===== config.mk =====
export PLATFORM = sky130hd
export DESIGN_NAME = seq_shift_add_multiplier
export DESIGN_NICKNAME = d
export VERILOG_FILES = /design/src/rtl/seq_shift_add_multiplier.sv
export SDC_FILE = /design/constraint.sdc
export NUM_CORES = 1
export LEC_CHECK = 0
export BUFFER_PORTS_ARGS = -buffer_cell sky130_fd_sc_hd__buf_2
export CORE_MARGIN = 2
export CORE_UTILIZATION = 40
export CTS_CLUSTER_SIZE = 40
export DETAILED_ROUTE_END_ITERATION = 6
export SLEW_MARGIN = 5
export SYNTH_ARGS = -nofsm -noshare
export SYNTH_HDL_FRONTEND = slang
export SYNTH_SLANG_ARGS = --single-unit

===== constraint.sdc =====
create_clock -name clk -period 4.4 [get_ports clk]
set_input_delay 0.88 -clock clk [delete_from_list [all_inputs] [get_ports clk]]
set_output_delay 0.88 -clock clk [all_outputs]
set_load 0.02 [all_outputs]

===== src/rtl/seq_shift_add_multiplier.sv =====
// Sequential signed shift-add multiplier, steps_per_cycle bits per clock.
// Optional MULT_SAT_EN adds a saturated fixed-point result and overflow flag.
module seq_shift_add_multiplier #(
  parameter int bits            = 16,
  parameter int steps_per_cycle = 1,
  parameter int frac_bits       = 8
) (
  input  logic              clk,
  input  logic              rst_n,
  input  logic              in_valid,
  output logic              in_ready,
  input  logic [bits-1:0]   a,
  input  logic [bits-1:0]   b,
  output logic              out_valid,
  input  logic              out_ready,
  output logic [2*bits-1:0] product
`ifdef MULT_SAT_EN
  ,
  output logic [bits-1:0]   sat_result,
  output logic              overflow
`endif
);

  localparam int N  = bits / steps_per_cycle;
  localparam int CW = $clog2(N + 1);

  typedef enum logic [1:0] {
    IDLE,
    RUN,
    DONE
  } state_t;

  state_t          state;
  logic [CW-1:0]   cnt;
  logic [bits-1:0] mcand;
  logic [2*bits:0] p;
  logic [2*bits:0] p_next;
  logic            accept;
  logic            last_cyc;

  assign in_ready = (state == IDLE) ||
                    ((state == DONE) && out_ready);
  assign accept   = in_valid && in_ready;
  assign last_cyc = (cnt == CW'(N - 1));

  // The step on a's sign bit subtracts, giving an exact signed product.
  always_comb begin
    logic [bits:0] hi;
    logic [bits:0] bx;
    p_next = p;
    bx     = {mcand[bits-1], mcand};
    hi     = '0;
    for (int k = 0; k < steps_per_cycle; k++) begin
      hi = p_next[2*bits:bits];
      if (p_next[0]) begin
        if ((int'(cnt) * steps_per_cycle + k) == bits - 1)
          hi = hi - bx;
        else
          hi = hi + bx;
      end
      p_next = {hi[bits], hi, p_next[bits-1:1]};
    end
  end

`ifdef MULT_SAT_EN
  logic signed [2*bits-1:0] s_shift;
  logic        [bits-1:0]   sat_next;
  logic                     ovf_next;
  logic signed [2*bits-1:0] s_max;
  logic signed [2*bits-1:0] s_min;

  assign s_max = {{(bits+1){1'b0}}, {(bits-1){1'b1}}};
  assign s_min = {{(bits+1){1'b1}}, {(bits-1){1'b0}}};

  always_comb begin
    s_shift  = $signed(p_next[2*bits-1:0]) >>> frac_bits;
    sat_next = s_shift[bits-1:0];
    ovf_next = 1'b0;
    if (s_shift > s_max) begin
      sat_next = {1'b0, {(bits-1){1'b1}}};
      ovf_next = 1'b1;
    end else if (s_shift < s_min) begin
      sat_next = {1'b1, {(bits-1){1'b0}}};
      ovf_next = 1'b1;
    end
  end
`endif

  always_ff @(posedge clk or negedge rst_n) begin
    if (!rst_n) begin
      state      <= IDLE;
      cnt        <= '0;
      mcand      <= '0;
      p          <= '0;
      out_valid  <= 1'b0;
      product    <= '0;
`ifdef MULT_SAT_EN
      sat_result <= '0;
      overflow   <= 1'b0;
`endif
    end else begin
      unique case (state)
        IDLE: begin
          if (accept) begin
            mcand <= b;
            p     <= {{(bits+1){1'b0}}, a};
            cnt   <= '0;
            state <= RUN;
          end
        end
        RUN: begin
          p   <= p_next;
          cnt <= cnt + 1'b1;
          if (last_cyc) begin
            state      <= DONE;
            out_valid  <= 1'b1;
            product    <= p_next[2*bits-1:0];
`ifdef MULT_SAT_EN
            sat_result <= sat_next;
            overflow   <= ovf_next;
`endif
          end
        end
        DONE: begin
          if (out_ready) begin
            out_valid <= 1'b0;
            if (accept) begin
              mcand <= b;
              p     <= {{(bits+1){1'b0}}, a};
              cnt   <= '0;
              state <= RUN;
            end else begin
              state <= IDLE;
            end
          end
        end
        default: state <= IDLE;
      endcase
    end
  end

endmodule

* Word level (Yosys, flattened, before mapping)
Cells that the tools add are included.
** Storage, ports and cells
- Logic and storage cells :: 47
- Input bits :: 36
- Flip-flop bits (word level) :: 89
- Output and inout bits :: 34
** Cells by class
- Muxes and demuxes :: 19
- Reduce and logical (&&, ||, !) cells :: 12
- Eq/ne operators :: 7
- Add/sub/neg operators :: 3
** Operators by type and width (count)
- 33-bit case mux with 3 select lines :: 1
- 33-bit two-way mux :: 2
- 17-bit two-way mux :: 2
- 16-bit two-way mux :: 2
- 16-bit case mux with 2 select lines :: 1
- 17-bit adder :: 1
- 17-bit subtractor :: 1
- 5-bit case mux with 3 select lines :: 1
- 5-bit two-way mux :: 2
- 2-bit two-way mux :: 3
- 2-bit != test (second input constant) :: 3
- 2-bit case mux with 3 select lines :: 1
- 2-bit AND reduction :: 3
- 3-bit AND reduction :: 2
- 5-bit by 1-bit adder with 5-bit output (second input constant) :: 1
- 5-bit by 4-bit equality test with 1-bit output (second input constant) :: 1
- 5-bit equality test (second input constant) :: 1
- 2-bit nonzero test :: 2
- 1-bit two-way mux :: 3
- 3-bit nonzero test :: 1
- 2-bit by 1-bit equality test with 1-bit output (second input constant) :: 1
- 2-bit equality test (second input constant) :: 1
- 1-bit logical AND :: 2
- 2-bit zero test :: 1
- 2 further kinds :: 2

* Longest topological paths before layout
Gate-level depths: netlist of the first run.
- Word-level depth :: 7
- Gate-level depth with buffers :: 17
- Mapped depth without buffers :: 15

* Worst setup path after synthesis of the first run
Ideal clock, no wire load.
- Kind :: register to register
- Start :: reg cnt[0]
- End :: reg p[31]
- Library setup time :: 0.127 ns
- Arrival time :: 3.268 ns
- Path slack :: 1.005 ns
- Stages on the path, launching flop included :: 17
- Period minus slack after synthesis :: 3.395 ns
- Required time :: 4.273 ns
- Path buffers :: 1
- Cell sequence :: dfrtp_1 ha_1 and3_1 ha_1 clkbuf_1 a31oi_1 o21bai_1 nor2_1 xor2_1 ha_1 a21o_1 a21oi_1 nand2_1 o31ai_2 mux2i_4 nand2_1 mux2i_1
** Between the ends
- Cells in the longest elaborated chain, start to end :: 4
** RTL lines
- from (decl) :: line 34 : logic [CW-1:0] cnt;
- from (signal assigned) :: line 113 : cnt <= cnt + 1'b1;
- 5-bit equality test :: line 56 : if ((int'(cnt) * steps_per_cycle + k) == bits - 1)
- 17-bit two-way mux :: line 56
- 17-bit two-way mux :: line 55 : if (p_next[0]) begin
- 33-bit case mux with 3 select lines :: line 102 : unique case (state)
- to (signal assigned) :: line 106 : p <= {{(bits+1){1'b0}}, a};
- to (signal assigned) :: line 112 : p <= p_next;
- to (signal assigned) :: line 129 : p <= {{(bits+1){1'b0}}, a};
- to (decl) :: line 36 : logic [2*bits:0] p;
Every way passes these cells.
A chain may end at the register's enable or synchronous reset.

* Worst setup path in the final report of the first run
Same ends and word-level chain as after synthesis.

==> results of run 1 <==
[cell families (layout without fill, tap and decap cells)]
logic type / Yosys count / count (layout)
and+or+nand+nor: 240 / 240
adders and majority gates: 20 / 20
muxes: 10 / 10
DFF: 88 / 88
AOI/OAI and AO/OA: 117 / 117
buffers and inverters: 38 / 102
xor gates and xnor gates: 28 / 28
[through the flow]
| stage | setup slack, ns | hold WS [ns] | cell area, sq um |
|---|---|---|---|
| 2_1_floorplan | 1.01 | 0.461 | 4700 |
| 3_3_place_gp | 0.758 | 0.454 | 5170 |
| 3_5_place_dp | 0.629 | 0.458 | 5170 |
| 4_1_cts | 0.606 | 0.480 | 5490 |
| 5_1_grt | 0.256 | 0.505 | 5490 |
| 6_report | 0.607 | 0.472 | 5490 |
[worst max path at each step]
stage                              endpoint  slack, ns  depth (start not counted)
finish                    p[31]$_DFFE_PN0P_       0.61                         15
global route              p[30]$_DFFE_PN0P_       0.26                         15
CTS                       p[31]$_DFFE_PN0P_       0.61                         15
detailed placement        p[31]$_DFFE_PN0P_       0.63                         15
global placement    product[31]$_DFFE_PN0P_       0.76                         15
floorplan                 p[31]$_DFFE_PN0P_       1.01                         16
[state kept, by name (all words and copies together) (netlist names)]
name,count
out_valid,1
state,2
mcand,16
cnt,5
p,32
product,32
[power breakdown]
part | leakage (nW) | internal, mW | switching, mW
clock network | 0.155 | 0.465 | 0.346
logic | 1.52 | 1.09 | 1.57
registers | 1.11 | 1.19 | 0.339
total | 2.78 | 2.74 | 2.25
[worst min-delay path, stage by stage (launching register included)]
cell and delay, ns:
dfrtp_1 0.34, nand2_1 0.04, o21ai_0 0.06
[cells in the final DEF, fill, tap and decap left out, drive strengths merged, types with 3 or more instances in the layout]
master / netlist / layout
o31ai: 3 / 3
a21oi: 20 / 20
nor4: 3 / 3
xnor2: 15 / 15
nand2: 160 / 160
nand3: 16 / 16
clkbuf: 24 / 10
a22oi: 15 / 15
inv: 10 / 12
a21o: 8 / 8
clkinv: 0 / 3
nand2b: 9 / 9
dfrtp: 88 / 88
o21ai: 50 / 50
mux2i: 9 / 9
buf: 4 / 76
a31oi: 8 / 8
a211oi: 3 / 3
nor3: 5 / 5
nor2: 36 / 36
ha: 19 / 19
xor2: 13 / 13
[layer usage]
metal,vias to the layer above,GRT usage (%),part of all wire (%)
met1,1885,23.5,45
met4,0,8.37,2.2
met3,16,3.24,3.2
met5,-,0,0
li1,1951,-,-
met2,69,31.4,49
[area by class of cell]
| type | count | area [sq um] | share of cell area [%] |
|---|---|---|---|
| clock buffer | 10 | 239 | 4.36 |
| timing repair buffer | 76 | 400 | 7.30 |
| clock inverter | 6 | 76.3 | 1.39 |
| multi-input combinational | 415 | 2350 | 42.9 |
| tap | 143 | 179 | 3.26 |
| inverter | 10 | 37.5 | 0.684 |
| sequential | 88 | 2200 | 40.1 |
==> results.json, run 1 <==
{
  "io_buffers": 69,
  "cap_violations": 0,
  "antenna_cells": 0,
  "start_kind": "register",
  "crit_top_cell": "ha_1",
  "path_class": "reg2reg",
  "grt_pass1_vias": 4010,
  "drt_iter0_markers": 190,
  "dp_cells": 732,
  "core_area_sq_um": 11400,
  "min_period_ns": 3.79,
  "dr.pass1.iters": 4,
  "synthArstFlopShare_pct": 100,
  "avgViaCountPerCell": 5.24,
  "slowest_delay_ns": 0.41,
  "clock.fmax_ghz": 0.264,
  "hold_violations": 0,
  "hpwlAfterDp_mm": 7.87,
  "slew_viol_final": 0,
  "clkSlewWorstSetupHoldPaths_ns": 0.07,
  "grt_pass1_wl_mm": 19.0,
  "synthTopCellsByCount": "nand2_1, dfrtp_1, o21ai_0, nor2_1, clkbuf_1",
  "r2r-start": "cnt[0]$_DFFE_PN0P_",
  "synth_top_family_by_area": "simple AND/OR/NAND/NOR gates",
  "reg2reg_setup_slack_ns": 0.61,
  "die_h_um": 112,
  "p_per_area_nw_per_um2": 910,
  "synth_fp_nets": 597,
  "path_max_fanout": 18,
  "worst_path_max_delay_cell": "dfrtp_1",
  "post-route-period-util_pct": 86.2,
  "syn_avg_cell_area_sq_um": 8.68,
  "hold_buffers": 0,
  "synth_flop_cell": "dfrtp_1",
  "fin_tns_setup_ns": 0,
  "fillers": 1130,
  "outcome": "finished, final reports clean",
  "cp_cell_sequence": "ha_1 > and3_1 > ha_1 > a31oi_1 > o21bai_1 > nor2_1 > xor2_1 > ha_1 > a21o_1 > a21oi_1 > nand2_1 > o31ai_2 > mux2i_4 > nand2_1 > mux2i_1",
  "slew_headroom_pct": 23.6,
  "final_core_util_pct": 48.0,
  "power_leakage_nw": 2.78,
  "hold_path_depth": 2,
  "synth_area_leaders": "dfrtp_1, nand2_1, ha_1",
  "clk_latency_ns": 0.35,
  "place_congestion": 0.875,
  "h-tree-depth": 3,
  "numCtsBuffers": 9,
  "area_growth_pct": 16.8,
  "drc": 0,
  "ant_nets": 0,
  "dieArea_sq_um": 12600,
  "finalSetupViolations": 0,
  "ys_seq_elements": 88,
  "synth_cell_type_count": 46,
  "fp.dieW_um": 112,
  "start_util_pct": 41.1,
  "grt_max_degree": 63,
  "hp-start": "product[16]$_DFFE_PN0P_",
  "fin_nets": 656,
  "synth_most_common_cell": "nand2_1",
  "tightest_slew_ns": 1.14,
  "cp_top_family": "compound AO/OA/AOI/OAI gates",
  "avgRoutedWirePerCell_um": 14.7,
  "antenna_found_initial": 0,
  "yosys-mux-area-fraction_pct": 2.42,
  "synth-compound-area-share_pct": 15.3,
  "dr_total_vias": 3921,
  "syn_inst": 541,
  "root_buffer": "clkbuf_16",
  "synth_edf_count": 0,
  "min_to": "product[16]$_DFFE_PN0P_",
  "cts_max_path_buffers": 2,
  "layoutNonFillerInstCount": 748,
  "cts_repair_resize_count": 0,
  "synth.largest_area_cell": "dfrtp_1",
  "worstPathBufferInverterCount": 0,
  "ys_warn_count": 0,
  "crit_start": "cnt[0]$_DFFE_PN0P_",
  "critPathArrivalTime_ns": 4.01,
  "drive_gt1_share_pct": 16.9,
  "yosys.area.top_type_share_pct": 46.9,
  "rsz0062_at_grt": "no",
  "post_cts_buffers": 0,
  "synth_fa_ha_area_share_pct": 5.49,
  "r2r_end": "p[31]$_DFFE_PN0P_",
  "synth_xor_area_share_pct": 5.22,
  "grt_usage_pct": 18.6,
  "worst_ep_required_time_ns": 4.62,
  "netlist_area_sq_um": 4700,
  "wl_mm": 11.0,
  "hp-class": "reg2reg",
  "rr_worst_depth": 15,
  "rows": 39,
  "gr-total-overflow": 0,
  "ys_seq_area_share_pct": 46.9,
  "clock_sinks": 88,
  "crit_path_end_kind": "register",
  "cts_tree": "done",
  "peakVddDrop_v": 0.000380,
  "yosys.area_share.simple_pct": 21.6,
  "p_total_mw": 5.00,
  "fin_worst_skew_ns": 0.0110,
  "io_pins": 70
}
(Power assumes the default switching activity.)
==> inputs of run 2 (changes only) <==
--- a/config.mk
+++ b/config.mk
@@ -6,10 +6,10 @@
 export NUM_CORES = 1
 export LEC_CHECK = 0
 export BUFFER_PORTS_ARGS = -buffer_cell sky130_fd_sc_hd__buf_2
-export CORE_MARGIN = 2
 export CORE_UTILIZATION = 40
 export CTS_CLUSTER_SIZE = 40
 export DETAILED_ROUTE_END_ITERATION = 6
+export PLACE_DENSITY = 0.56
 export SLEW_MARGIN = 5
 export SYNTH_ARGS = -nofsm -noshare
 export SYNTH_HDL_FRONTEND = slang
==> constraint.sdc (replaced) <==
create_clock -name clk -period 4.4 [get_ports clk]
set_input_delay 0.66 -clock clk [delete_from_list [all_inputs] [get_ports clk]]
set_output_delay 0.66 -clock clk [all_outputs]
set_load 0.02 [all_outputs]
==> results.json, run 2 (same netlist as run 1, synthesis figures left out) <==
{
  "outcome": "finished, final reports clean",
  "layout_common_cells": "nand2_1, dfrtp_1, buf_2, o21ai_0, nor2_1",
  "clk_latency_ns": 0.34,
  "cts_tree": "done",
  "drive_gt1_share_pct": 16.5,
  "reg_top3": "p: 32 flops, product: 32 flops, mcand: 16 flops",
  "power_leakage_nw": 2.76,
  "io_buffers": 69,
  "critPathArrivalTime_ns": 3.92,
  "use_met2_pct": 32.6,
  "slew_viol_final": 0,
  "grt_usage_pct": 20.1,
  "wl_mm": 11.1,
  "layoutNonFillerInstCount": 748,
  "final_common_cell": "nand2_1",
  "hold_buffers": 0,
  "rsz0062_at_grt": "no",
  "p_total_mw": 4.96,
  "avgViaCountPerCell": 5.24,
  "cp.depth": 15,
  "path_class": "reg2reg",
  "dr_total_vias": 3920,
  "fin_ws_ns": 0.702,
  "antenna_found_initial": 0,
  "die_h_um": 110,
  "hpwlAfterDp_mm": 7.92,
  "clkSlewWorstSetupHoldPaths_ns": 0.06,
  "gr-total-overflow": 0,
  "fin_tns_setup_ns": 0,
  "min_period_ns": 3.70,
  "root_buffer": "clkbuf_16",
  "clock.fmax_ghz": 0.270,
  "ant_nets": 0,
  "post_cts_buffers": 0,
  "cp_top_family": "compound AO/OA/AOI/OAI gates",
  "fin_nets": 658,
  "tightest_slew_ns": 1.12,
  "grt_pass1_wl_mm": 18.7,
  "use_met1_pct": 26.4,
  "grt_max_degree": 60,
  "dieArea_sq_um": 12200,
  "worst_ep_required_time_ns": 4.62,
  "pre_cts_ws_ns": 0.737,
  "top_usage_layer": "met2",
  "core_area_sq_um": 11400,
  "grt_pass1_vias": 3811,
  "finalSetupViolations": 0,
  "rows": 39,
  "worst_path_max_delay_cell": "dfrtp_1",
  "cap_violations": 0,
  "clock_sinks": 88,
  "cts_repair_resize_count": 0,
  "hold_violations": 0,
  "hp-class": "in2async",
  "dp_cells": 734,
  "hold_slack_ns": 0.382,
  "numCtsBuffers": 9,
  "slew_headroom_pct": 25.3,
  "slowest_delay_ns": 0.41,
  "fillers": 1123,
  "crit_top_cell": "ha_1",
  "path_max_fanout": 9,
  "antenna_cells": 0,
  "dr.pass1.iters": 4,
  "h-tree-depth": 3,
  "peakVddDrop_v": 0.000420,
  "start_kind": "register",
  "io_pins": 70,
  "fp.dieW_um": 110,
  "crit_path_end_kind": "register",
  "area_growth_pct": 16.4,
  "post-route-period-util_pct": 84.1,
  "place_congestion": 0.877,
  "avgRoutedWirePerCell_um": 14.9,
  "p_per_area_nw_per_um2": 908,
  "drc": 0,
  "start_util_pct": 41.1,
  "fin_worst_skew_ns": 0.00835,
  "grt_use_met3_pct": 4.64,
  "cts_max_path_buffers": 2,
  "drt_iter0_markers": 199,
  "rr_worst_depth": 15,
  "worstPathBufferInverterCount": 0,
  "cp_cell_sequence": "ha_1 > and3_1 > ha_1 > a31oi_1 > o21bai_1 > nor2_1 > xor2_1 > ha_1 > a21o_1 > a21oi_1 > nand2_1 > o31ai_2 > mux2i_4 > nand2_1 > mux2i_1"
}
-- run 2: changes by cell type in the layout (fill, tap and decap cells not counted) --
cell,before,now
clkinv_4,3,0
buf_4,8,10
clkbuf_1,0,2
clkinvlp_4,0,2
clkbuf_8,1,0
inv_6,1,0
inv_8,1,0
-- run 2: final cells by class --
type / count / area [sq um] / share of cell area, %
multi-input cells: 415 / 2350 / 43.1
inverters: 10 / 37.5 / 0.687
flip-flops and latches: 88 / 2200 / 40.3
clock inverters: 3 / 45.0 / 0.824
well taps: 143 / 179 / 3.27
clock buffers: 11 / 233 / 4.26
repair buffers: 78 / 415 / 7.60
-- run 2: worst paths after layout --
| path | slack [ns] | start | end |
|---|---|---|---|
| max in group asynchronous | 3.10 | rst_n | p[19]$_DFFE_PN0P_ |
| hold / removal | 0.38 | rst_n | mcand[3]$_DFFE_PN0P_ |
| hold reg to reg | 0.47 | product[8]$_DFFE_PN0P_ | product[8]$_DFFE_PN0P_ |
| setup reg to reg | 0.70 | cnt[0]$_DFFE_PN0P_ | p[31]$_DFFE_PN0P_ |
| min in group clk | 0.47 | product[8]$_DFFE_PN0P_ | product[8]$_DFFE_PN0P_ |
| setup / recovery | 0.70 | cnt[0]$_DFFE_PN0P_ | p[31]$_DFFE_PN0P_ |
-- run 2: metal layers --
metal  vias up  share of wire, %
met2        75                49
met5         -                 0
met1      1870                46
met3        15               3.6
li1       1960                 -
met4         0               1.7
-- run 2: report_power, final --
part / internal, mW / switching, mW / total, mW
registers: 1.19 / 0.313 / 1.50
clock network: 0.434 / 0.311 / 0.745
logic: 1.10 / 1.62 / 2.71
-- run 2: metrics by stage --
step                instance area [sq um]  utilization [%]
finish                               5460             47.9
global route                         5460             47.9
CTS                                  5460             47.9
detailed placement                   5190             45.4
global placement                     5190             45.4
floorplan                            4700                -
-- run 2: worst register-to-register path, delay by kind of cell (launching register included) --
family,cells,cell delay (ns)
flip-flops,1,0.41
adder cells (fa/ha/maj),3,0.88
XOR/XNOR,1,0.15
multiplexers,2,0.43
AO/OA/AOI/OAI,5,1.26
AND/OR/NAND/NOR,4,0.45
==> inputs of run 3 (changes only) <==
--- a/config.mk
+++ b/config.mk
@@ -9,7 +9,7 @@
 export CORE_UTILIZATION = 40
 export CTS_CLUSTER_SIZE = 40
 export DETAILED_ROUTE_END_ITERATION = 6
-export PLACE_DENSITY = 0.56
+export PLACE_DENSITY = 0.59
 export SLEW_MARGIN = 5
 export SYNTH_ARGS = -nofsm -noshare
 export SYNTH_HDL_FRONTEND = slang
==> constraint.sdc (replaced) <==
create_clock -name clk -period 3.18 [get_ports clk]
set_input_delay 0.477 -clock clk [delete_from_list [all_inputs] [get_ports clk]]
set_output_delay 0.477 -clock clk [all_outputs]
set_load 0.02 [all_outputs]
==> results.json, run 3 (same netlist as run 1, synthesis figures left out) <==
{
  "drt_iter0_markers": 189,
  "path_class": "reg2reg",
  "grt_pass1_wl_mm": 19.6,
  "outcome": "finished, final reports clean",
  "hold_violations": 0,
  "drive_gt1_share_pct": 29.8,
  "cap_violations": 0,
  "layout_common_cells": "nand2_1, dfrtp_1, buf_2, buf_4, o21ai_0",
  "slew_headroom_pct": 56.4,
  "critPathArrivalTime_ns": 3.39,
  "die_h_um": 110,
  "io_pins": 70,
  "grt_max_degree": 89,
  "hpwlAfterDp_mm": 8.42,
  "power_leakage_nw": 3.08,
  "cts_tree": "done",
  "fin_nets": 709,
  "register_area_sq_um": 2200,
  "h-tree-depth": 3,
  "clock.fmax_ghz": 0.317,
  "root_buffer": "clkbuf_16",
  "dr.pass1.iters": 6,
  "gr-total-overflow": 0,
  "dieArea_sq_um": 12200,
  "peakVddDrop_v": 0.000780,
  "clk_latency_ns": 0.35,
  "hold_slack_ns": 0.152,
  "start_kind": "register",
  "slew_viol_final": 0,
  "grt_pass1_vias": 4044,
  "reg2reg_setup_slack_ns": 0.02,
  "crit_path_end_kind": "register",
  "dp_cells": 776,
  "avgRoutedWirePerCell_um": 14.9,
  "fillers": 1093,
  "reg_top3": "p: 32 flops, product: 32 flops, mcand: 16 flops",
  "post-route-period-util_pct": 99.3,
  "tightest_slew_ns": 0.653,
  "grt_usage_pct": 21.3,
  "core_area_sq_um": 11400,
  "fin_tns_setup_ns": 0,
  "clkSlewWorstSetupHoldPaths_ns": 0.07,
  "rsz0062_at_grt": "yes",
  "start_util_pct": 41.1,
  "fin_worst_skew_ns": 0.00756,
  "fin_ws_ns": 0.0221,
  "drc": 0,
  "clock_sinks": 88,
  "dr_total_vias": 4132,
  "finalSetupViolations": 0,
  "wl_mm": 11.9,
  "pre_cts_ws_ns": -0.166,
  "fp.dieW_um": 110,
  "antenna_cells": 0,
  "layoutNonFillerInstCount": 801,
  "antenna_found_initial": 0,
  "ant_nets": 0,
  "worst_ep_required_time_ns": 3.41,
  "cts_max_path_buffers": 2,
  "io_buffers": 69,
  "numCtsBuffers": 9,
  "p_per_area_nw_per_um2": 1330,
  "rows": 39,
  "avgViaCountPerCell": 5.16,
  "min_period_ns": 3.16,
  "hp-class": "in2async",
  "place_congestion": 0.940,
  "multi_input_area_sq_um": 2610,
  "path_max_fanout": 3,
  "final_common_cell": "nand2_1",
  "area_growth_pct": 30.8
}
-- run 3: cell count changes in the layout (fill, tap and decap cells not counted), sizes merged --
| cell | previous run | this run |
|---|---|---|
| clkbuf | 11 | 10 |
| clkinv | 0 | 2 |
| inv | 10 | 11 |
| buf | 78 | 129 |
-- run 3: worst max-delay path, cell delays in order (launching register included) --
cell and delay, ns:
dfrtp_1 0.39, inv_1 0.12, ha_4 0.17, nand2b_4 0.06
nor4_4 0.31, nand3b_4 0.15, o21ai_4 0.17, o21ai_1 0.09
xnor2_1 0.23, ha_1 0.31, a21oi_2 0.18, nand2_2 0.08
o31ai_4 0.27, mux2i_4 0.28, nand2_1 0.08, mux2i_1 0.14
-- run 3: report_power, final --
group | leakage (nW) | switching (mW) | internal (mW) | total (mW)
clock | 0.139 | 0.460 | 0.612 | 1.07
sequential | 1.11 | 0.419 | 1.64 | 2.06
combinational | 1.83 | 2.71 | 2.33 | 5.05
total | 3.08 | 3.59 | 4.59 | 8.18
-- run 3: per-layer routing --
| metal | routed length (um) | up-vias | part of all wire, % | track usage [%] |
|---|---|---|---|---|
| met5 | 0 | - | 0 | 0 |
| met1 | 5430 | 1981 | 46 | 26.9 |
| met3 | 385 | 26 | 3.2 | 4.47 |
| li1 | - | 2051 | - | - |
| met4 | 363 | 0 | 3.1 | 10.9 |
| met2 | 5720 | 74 | 48 | 34.3 |
-- run 3: final timing paths --
path                                          from                       to  cells after the start
max                           mcand[0]$_DFFE_PN0P_        p[31]$_DFFE_PN0P_                     15
min                                          rst_n     mcand[0]$_DFFE_PN0P_                      2
max reg2reg                   mcand[0]$_DFFE_PN0P_        p[31]$_DFFE_PN0P_                     15
min reg2reg                product[14]$_DFFE_PN0P_  product[14]$_DFFE_PN0P_                      2
max in group asynchronous                    rst_n        p[10]$_DFFE_PN0P_                      2
min in group clk                             b[11]    mcand[11]$_DFFE_PN0P_                      3
-- run 3: per-stage QoR --
stage	power (mW)	cell area, sq um	util, %
6_report	8.18	6140	53.8
5_1_grt	8.89	6140	53.8
4_1_cts	7.92	5990	52.5
3_5_place_dp	6.55	5570	48.8
3_3_place_gp	6.46	5570	48.8
2_1_floorplan	4.94	4760	-
-- run 3: repair_timing --
| item | in CTS | in global routing |
|---|---|---|
| hold buffers | 0 | 0 |
| cloned | 0 | 0 |
| setup buffers | 4 | 5 |
| endpoints found under the setup margin | 11 | 18 |
| gates resized for setup | 20 | 30 |
| pin swaps | 25 | 24 |
-- run 3: cell type report --
| type | instances | share of cell area (%) |
|---|---|---|
| clock inverters | 6 | 1.10 |
| clock buffers | 10 | 3.73 |
| multi-input cells | 415 | 42.5 |
| flip-flops and latches | 88 | 35.9 |
| inverters | 10 | 0.611 |
| repair buffers | 129 | 13.3 |
| well taps | 143 | 2.91 |
